==> src/rtl/qoa_spi_master_if.sv <==
// rtl/qoa_spi_master_if.sv - byte stream, receive and SPI pin bundle for qoa_spi_master
interface qoa_spi_master_if;
    logic       tx_valid;
    logic       tx_ready;
    logic [7:0] tx_data;
    logic       tx_last;
    logic       rx_valid;
    logic [7:0] rx_data;
    logic       busy;
    logic       sclk;
    logic       chipsel;
    logic       mosi;
    logic       miso;

    modport master (
        input  tx_valid, tx_data, tx_last, miso,
        output tx_ready, rx_valid, rx_data, busy, sclk, chipsel, mosi
    );

    modport slave (
        output tx_valid, tx_data, tx_last, miso,
        input  tx_ready, rx_valid, rx_data, busy, sclk, chipsel, mosi
    );
endinterface

==> src/rtl/qoa_spi_master.sv <==
// rtl/qoa_spi_master.sv - SPI mode-0 byte master; receive path only when QOA_SPI_RX_EN is defined
module qoa_spi_master #(
    parameter int CLK_DIV = 2
) (
    input  logic               sys_clk,
    input  logic               sys_rst_n,
    qoa_spi_master_if.master   bus
);
    localparam int DIV = (CLK_DIV < 1) ? 1 : CLK_DIV;
    localparam int CW  = (DIV > 1) ? $clog2(DIV) : 1;

    typedef enum logic [2:0] {IDLE, SHIFT_LO, SHIFT_HI, HOLD, GAP} state_t;

    state_t        state_q, state_d;
    logic [CW-1:0] cnt_q, cnt_d;
    logic [2:0]    bit_q, bit_d;
    logic [7:0]    tx_sh_q, tx_sh_d;
    logic          last_q, last_d;
    logic          sclk_q, sclk_d;
    logic          cs_q, cs_d;
    logic          mosi_q, mosi_d;
    logic          rdy_en_q;
    logic          tx_ready;
    logic          accept;
    logic          phase_end;

    // rdy_en_q keeps tx_ready low until the first clock edge after reset release
    assign tx_ready  = rdy_en_q && ((state_q == IDLE) || (state_q == HOLD));
    assign accept    = bus.tx_valid && tx_ready;
    assign phase_end = (cnt_q == CW'(DIV - 1));

    always_ff @(posedge sys_clk or negedge sys_rst_n) begin
        if (!sys_rst_n) begin
            state_q  <= IDLE;
            cnt_q    <= '0;
            bit_q    <= '0;
            tx_sh_q  <= '0;
            last_q   <= 1'b0;
            sclk_q   <= 1'b0;
            cs_q     <= 1'b1;
            mosi_q   <= 1'b0;
            rdy_en_q <= 1'b0;
        end else begin
            state_q  <= state_d;
            cnt_q    <= cnt_d;
            bit_q    <= bit_d;
            tx_sh_q  <= tx_sh_d;
            last_q   <= last_d;
            sclk_q   <= sclk_d;
            cs_q     <= cs_d;
            mosi_q   <= mosi_d;
            rdy_en_q <= 1'b1;
        end
    end

    always_comb begin
        state_d = state_q;
        cnt_d   = cnt_q;
        bit_d   = bit_q;
        tx_sh_d = tx_sh_q;
        last_d  = last_q;
        sclk_d  = sclk_q;
        cs_d    = cs_q;
        mosi_d  = mosi_q;
        case (state_q)
            IDLE, HOLD: begin
                if (accept) begin
                    state_d = SHIFT_LO;
                    cnt_d   = '0;
                    bit_d   = '0;
                    tx_sh_d = bus.tx_data;
                    last_d  = bus.tx_last;
                    cs_d    = 1'b0;
                    mosi_d  = bus.tx_data[7];
                end
            end
            SHIFT_LO: begin
                if (phase_end) begin
                    state_d = SHIFT_HI;
                    cnt_d   = '0;
                    sclk_d  = 1'b1;
                end else begin
                    cnt_d = cnt_q + CW'(1);
                end
            end
            SHIFT_HI: begin
                if (phase_end) begin
                    cnt_d  = '0;
                    sclk_d = 1'b0;
                    if (bit_q == 3'd7) begin
                        state_d = last_q ? GAP : HOLD;
                        cs_d    = last_q;
                    end else begin
                        state_d = SHIFT_LO;
                        bit_d   = bit_q + 3'd1;
                        tx_sh_d = {tx_sh_q[6:0], 1'b0};
                        mosi_d  = tx_sh_q[6];
                    end
                end else begin
                    cnt_d = cnt_q + CW'(1);
                end
            end
            GAP: begin
                if (phase_end) begin
                    state_d = IDLE;
                    cnt_d   = '0;
                end else begin
                    cnt_d = cnt_q + CW'(1);
                end
            end
            default: state_d = IDLE;
        endcase
    end

    assign bus.tx_ready = tx_ready;
    assign bus.busy     = (state_q != IDLE);
    assign bus.sclk     = sclk_q;
    assign bus.chipsel  = cs_q;
    assign bus.mosi     = mosi_q;

`ifdef QOA_SPI_RX_EN
    logic       rx_sample;
    logic       byte_done;
    logic [7:0] rx_sh_q;
    logic [7:0] rx_data_q;
    logic       rx_valid_q;

    // miso is captured on the rising SCLK transition; the byte is published on the 8th fall
    assign rx_sample = (state_q == SHIFT_LO) && phase_end;
    assign byte_done = (state_q == SHIFT_HI) && phase_end && (bit_q == 3'd7);

    always_ff @(posedge sys_clk or negedge sys_rst_n) begin
        if (!sys_rst_n) begin
            rx_sh_q    <= '0;
            rx_data_q  <= '0;
            rx_valid_q <= 1'b0;
        end else begin
            if (rx_sample) begin
                rx_sh_q <= {rx_sh_q[6:0], bus.miso};
            end
            if (byte_done) begin
                rx_data_q <= rx_sh_q;
            end
            rx_valid_q <= byte_done;
        end
    end

    assign bus.rx_data  = rx_data_q;
    assign bus.rx_valid = rx_valid_q;
`else
    assign bus.rx_data  = 8'h00;
    assign bus.rx_valid = 1'b0;
`endif
endmodule

==> src/flat_wrapper.sv <==
// flat-port wrapper written by rule: the top's interface ports become plain ports
module qoa_spi_master_flat 
#(
    parameter int CLK_DIV = 2
)
  (sys_clk, sys_rst_n, bus_tx_valid, bus_tx_data, bus_tx_last, bus_miso, bus_tx_ready, bus_rx_valid, bus_rx_data, bus_busy, bus_sclk, bus_chipsel, bus_mosi);
  qoa_spi_master_if bus_i ();
  input  logic sys_clk;
  input  logic sys_rst_n;
  input wire logic [$bits(bus_i.tx_valid)-1:0] bus_tx_valid;
  input wire logic [$bits(bus_i.tx_data)-1:0] bus_tx_data;
  input wire logic [$bits(bus_i.tx_last)-1:0] bus_tx_last;
  input wire logic [$bits(bus_i.miso)-1:0] bus_miso;
  output wire logic [$bits(bus_i.tx_ready)-1:0] bus_tx_ready;
  output wire logic [$bits(bus_i.rx_valid)-1:0] bus_rx_valid;
  output wire logic [$bits(bus_i.rx_data)-1:0] bus_rx_data;
  output wire logic [$bits(bus_i.busy)-1:0] bus_busy;
  output wire logic [$bits(bus_i.sclk)-1:0] bus_sclk;
  output wire logic [$bits(bus_i.chipsel)-1:0] bus_chipsel;
  output wire logic [$bits(bus_i.mosi)-1:0] bus_mosi;
  assign bus_i.tx_valid = bus_tx_valid;
  assign bus_i.tx_data = bus_tx_data;
  assign bus_i.tx_last = bus_tx_last;
  assign bus_i.miso = bus_miso;
  assign bus_tx_ready = bus_i.tx_ready;
  assign bus_rx_valid = bus_i.rx_valid;
  assign bus_rx_data = bus_i.rx_data;
  assign bus_busy = bus_i.busy;
  assign bus_sclk = bus_i.sclk;
  assign bus_chipsel = bus_i.chipsel;
  assign bus_mosi = bus_i.mosi;
  qoa_spi_master #(.CLK_DIV(CLK_DIV)) u_core (.sys_clk(sys_clk), .sys_rst_n(sys_rst_n), .bus(bus_i));
endmodule
==> config.mk <==
export PLATFORM = sky130hd
export DESIGN_NAME = qoa_spi_master_flat
export DESIGN_NICKNAME = d
export VERILOG_FILES = /design/src/rtl/qoa_spi_master_if.sv /design/src/rtl/qoa_spi_master.sv /design/src/flat_wrapper.sv
export SDC_FILE = /design/constraint.sdc
export NUM_CORES = 1
export LEC_CHECK = 0
export ABC_CLOCK_PERIOD_IN_PS = 2100
export CAP_MARGIN = 20
export CORE_ASPECT_RATIO = 1.25
export CORE_UTILIZATION = 45
export DETAILED_ROUTE_END_ITERATION = 8
export PLACE_DENSITY = 0.72
export SYNTH_ARGS = -nofsm -noshare
export SYNTH_HDL_FRONTEND = slang
export SYNTH_SLANG_ARGS = --single-unit
==> constraint.sdc <==
create_clock -name sys_clk -period 2.1 [get_ports sys_clk]
set_clock_uncertainty 0.15 [all_clocks]
set_input_delay 0.42 -clock sys_clk [delete_from_list [all_inputs] [get_ports sys_clk]]
set_output_delay 0.42 -clock sys_clk [all_outputs]
set_load 0.01 [all_outputs]
---- Word-level counts from Yosys, hierarchy flattened ----
Cells that the tools add are included.
W data, S select, Z words.
word-level totals
  word-level logic and storage cells ...... 66
  output and inout bits ................... 14
  register bits after elaboration ......... 19
  bits of input ports ..................... 13
cells by class
  $add $sub $neg .......................... 2
  equal/unequal tests ..................... 11
  mux-type cells .......................... 28
  reduce and logical (&&, ||, !) cells .... 16
operators by type and width
  cell                   number
  $mux W3                9
  $mux W7                3
  $pmux W7 S2            1
  $pmux W3 S4            1
  $reduce_and A4 Y1      3
  $ne A2 B1 Y1 const B   5
  $mux W1                9
  $pmux W1 S2            4
  $eq A3 B2 Y1 const B   2
  $eq A3 B3 Y1 const B   2
  $pmux W3 S2            1
  $reduce_bool A2 Y1     3
  $reduce_and A2 Y1      2
  $add A3 B1 Y3 const B  1
  $eq A3 B1 Y1 const B   1
  $logic_not A3 Y1       1
  $reduce_and A3 Y1      1
  $reduce_bool A3 Y1     1
  $reduce_or A3 Y1       1
  $logic_and A1 B1 Y1    2
  $ne A2 B2 Y1 const B   1
  $reduce_or A2 Y1       1
  $add A1 B1 Y1 const B  1
  $logic_or A1 B1 Y1     1

---- Depth between registers and ports, before layout ----
  word-level depth ........................ 6
  mapped depth ............................ 6

---- Least setup slack after synthesis ----
OpenSTA, ideal clock, no wires.
  path kind ............................... register -> register
  start ................................... reg u_core.bit_q[0]
  end ..................................... reg u_core.mosi_q, in the netlist u_core.bus.mosi
  path slack .............................. 0.195 ns
  arrival time ............................ 1.630 ns
  stages on the path, launching flop included .. 7
  clock period less this slack ............ 1.905 ns
  data required time ...................... 1.825 ns
  cell sequence ........................... dfrtp_1 -> ha_1 -> ha_1 -> nand4bb_1 -> a31oi_2 -> buf_6 -> mux2_4
on the way
  cells in the longest elaborated chain, start to end .. 3
RTL lines
  item                         RTL line              source
  start: declaration           qoa_spi_master.sv:16  logic [2:0] bit_q, bit_d;
  start signal: assignment     qoa_spi_master.sv:46  bit_q <= bit_d;
  $eq A3 B3 Y1                 qoa_spi_master.sv:90  if (bit_q == 3'd7) begin
  $ne A2 B2 Y1 (no line)       -
  $reduce_and A4 Y1 (no line)  -
  end signal: assignment       qoa_spi_master.sv:51  mosi_q <= mosi_d;
  end: declaration             qoa_spi_master.sv:21  logic mosi_q, mosi_d;
No other way between the ends.
A chain may end at the register's enable or synchronous reset.

---- Worst setup path after layout ----
  start ................................... reg u_core.state_q[0]
  end ..................................... out bus_busy
on the way
  cells in the longest elaborated chain, start to end .. 1
RTL lines
  item                      RTL line               source
  start: declaration        qoa_spi_master.sv:14   state_t state_q, state_d;
  start signal: assignment  qoa_spi_master.sv:44   state_q <= state_d;
  $reduce_bool A3 Y1        qoa_spi_master.sv:116  assign bus.busy = (state_q != IDLE);
  end: declaration          flat_wrapper.sv:17     output wire logic [$bits(bus_i.busy)-1:0] bus_busy;
No other way between the ends.

==> impl_metrics.py <==
metrics = {
    "sta": {
        "holdWs_ns": 0.290,
        "period_minus_slack_ns": 2.02,
        "setup_viol": 0,
        "rsz0062_at_grt": "no",
        "max_freq_mhz": 495,
        "hold_viol": 0,
        "maxSlewViolCount": 0,
        "timing.final.crit_share_pct": 96.2,
        "worst_slack_ns": 0.0789,
    },
    "floorplanning": {
        "core_sq_um": 2480,
        "dieArea_sq_um": 2890,
        "initial_utilization_pct": 48.7,
        "io_pins": 27,
        "row_count": 20,
        "die_h_um": 59.9,
        "die_w_um": 48.3,
    },
    "yosys": {
        "async_reset_ff_share_pct": 100,
        "syn_avg_cell_area_sq_um": 11.3,
        "synth-seq-cells": 19,
        "synthCells": 107,
        "yosys_warnings": 0,
        "synth_area_sq_um": 1210,
        "synth_top_area_share_pct": 37.3,
        "ys.flop_type": "dfrtp_1",
        "synth-edff-count": 0,
        "synthTopCellsByArea": "dfrtp_1 (37%), mux2_4 (16%), buf_4 (5.6%)",
        "synth_seq_area_share_pct": 39.5,
        "yosysTopAreaCell": "dfrtp_1",
        "synth_cell_types": 40,
    },
    "clock_tree": {
        "cts.sinks": 19,
        "cts_tree": "built",
        "numCtsBuffers": 3,
        "h-tree-depth": 1,
        "insertion_delay_ns": 0.30,
        "cts_buffer_depth": 2,
        "cts-root-buf": "clkbuf_4",
        "postCtsHoldBufs": 0,
        "cts.clk_slew.worst_paths_ns": 0.11,
    },
    "detailed_routing": {
        "dr.pass1.iters": 4,
        "drt-initial-drc-count": 11,
        "num_vias": 846,
        "via_per_inst": 5.19,
        "drc": 0,
        "ant_nets": 0,
        "detail_route.wl_per_cell_um": 13.5,
        "wirelength_um": 2200,
    },
    "place": {
        "postPlaceCellArea_sq_um": 1410,
        "io_buffers": 16,
        "place_ws_ns": -0.0415,
        "place.gp.congestion": 0.819,
        "dp.cells": 158,
        "hpwlAfterDp_um": 1550,
    },
    "critical_path": {
        "arrival_ns": 1.45,
        "cp_max_fo": 7,
        "r2r-end": "u_core.tx_sh_q[6]",
        "r2r-start": "u_core.bit_q[0]",
        "startpoint_type": "flip-flop",
        "worstSetupPathType": "flip-flop to primary output",
        "rrSetupSlack_ns": 0.13,
        "required_ns": 1.53,
        "reg2regPathDepth": 6,
        "crit_path_end_kind": "primary output",
    },
    "layout": {
        "area_growth_pct": 19.7,
        "final_cell_area_sq_um": 1440,
        "nets": 146,
        "nFillCells": 209,
        "final_common_cell": "dfrtp_1",
        "stdcell_count": 163,
        "drive_above_1_share_pct": 28.5,
        "diodes": 0,
        "layout_common_cells": "dfrtp_1 (16), clkdlybuf4s50_1 (14), mux2_4 (13)",
    },
    "status": {
        "status": "finished, final reports clean",
    },
    "grt": {
        "grt_pass1_wl_um": 3680,
        "grt_pass1_vias": 856,
        "grt_max_degree": 20,
        "grt_overflow": 0,
        "grt.total_usage_pct": 16.9,
        "antenna_found_initial": 0,
    },
    "power": {
        "irDropWorstVdd_v": 0.000625,
        "powerDensity_nw_per_um2": 1220,
        "finalPower_w": 0.00177,
        "p_leak_nw": 0.640,
    },
    "worst_hold_path": {
        "hold_path.class": "input pin to asynchronous set/reset pin",
    },
    "flow_run": {
        "maxCapViolCount": 0,
    },
}
==> cell type report <==
class / count / area (sq um) / share of cell area [%]
clock inverter: 1 / 5.00 / 0.347
timing repair buffer: 27 / 253 / 17.5
tap: 33 / 41.3 / 2.86
multi-input combinational: 74 / 621 / 43.0
sequential: 19 / 479 / 33.2
inverter: 6 / 22.5 / 1.56
clock buffer: 3 / 22.5 / 1.56
==> Yosys cell counts (3+ instances only) <==
| cell | number |
|---|---|
| mux2_4 | 13 |
| nand2_1 | 5 |
| buf_4 | 9 |
| inv_1 | 6 |
| dfrtp_1 | 18 |
| buf_6 | 3 |
| a21oi_1 | 3 |
| nand2b_1 | 3 |
| o21ai_0 | 5 |
==> flip-flops by register name, summed over array words and instances (netlist names) <==
signal,flops
u_core.state_q,3
u_core.cnt_q,1
u_core.bus.mosi,1
u_core.bit_q,3
u_core.bus.chipsel,1
u_core.bus.sclk,1
u_core.rdy_en_q,1
u_core.tx_sh_q,7
u_core.last_q,1
==> worst max-delay path by stage <==
| stage | start | end | slack [ns] | cells after the start |
|---|---|---|---|---|
| after detailed placement | bus_tx_valid | u_core.tx_sh_q[6] | -0.04 | 5 |
| final | u_core.state_q[0] | bus_busy | 0.08 | 2 |
| after floorplan | u_core.bit_q[0] | u_core.bus.mosi | 0.19 | 6 |
| after CTS | u_core.state_q[0] | bus_busy | 0.08 | 2 |
| after global placement | bus_tx_valid | u_core.tx_sh_q[6] | -0.02 | 5 |
| after global routing | u_core.state_q[0] | bus_busy | 0.04 | 2 |
==> metal layers <==
layer | track usage [%] | up-vias | wire length, um
met3 | 3.05 | 8 | 77
met5 | 0 | - | 0
met2 | 28.8 | 22 | 1090
li1 | - | 407 | -
met4 | 11.3 | 0 | 65
met1 | 19.6 | 409 | 968
==> cell families after synthesis <==
logic type,synth area share (%)
AO/OA/AOI/OAI,13.0
AND/OR/NAND/NOR,12.7
buffers and inverters,11.7
flip-flops,39.5
multiplexers,19.7
adder cells (fa/ha/maj),2.07
other,0.623
XOR/XNOR,0.726
==> timing repair <==
action | CTS | global route
setup endpoints to repair | 2 | 0
setup buffers | 1 | 0
resized for setup | 5 | 0
==> where the power goes <==
| part | switching (W) | internal (W) |
|---|---|---|
| Combinational | 0.000381 | 0.000546 |
| Sequential | 0.000131 | 0.000526 |
| Clock | 0.000113 | 0.0000710 |
==> per-stage QoR <==
| step | TNS (ns) | utilization (%) |
|---|---|---|
| 6_report | 0 | 58.3 |
| 2_1_floorplan | 0 | - |
| 4_1_cts | 0 | 58.3 |
| 3_5_place_dp | -0.114 | 56.8 |
| 3_3_place_gp | -0.0213 | 56.8 |
| 5_1_grt | 0 | 58.3 |
==> worst max-delay path: stages, from the launching register on <==
cell and delay [ns]:
dfrtp_2 0.48, or3_1 0.38, dlygate4sd2_1 0.29
(Power assumes the default switching activity.)
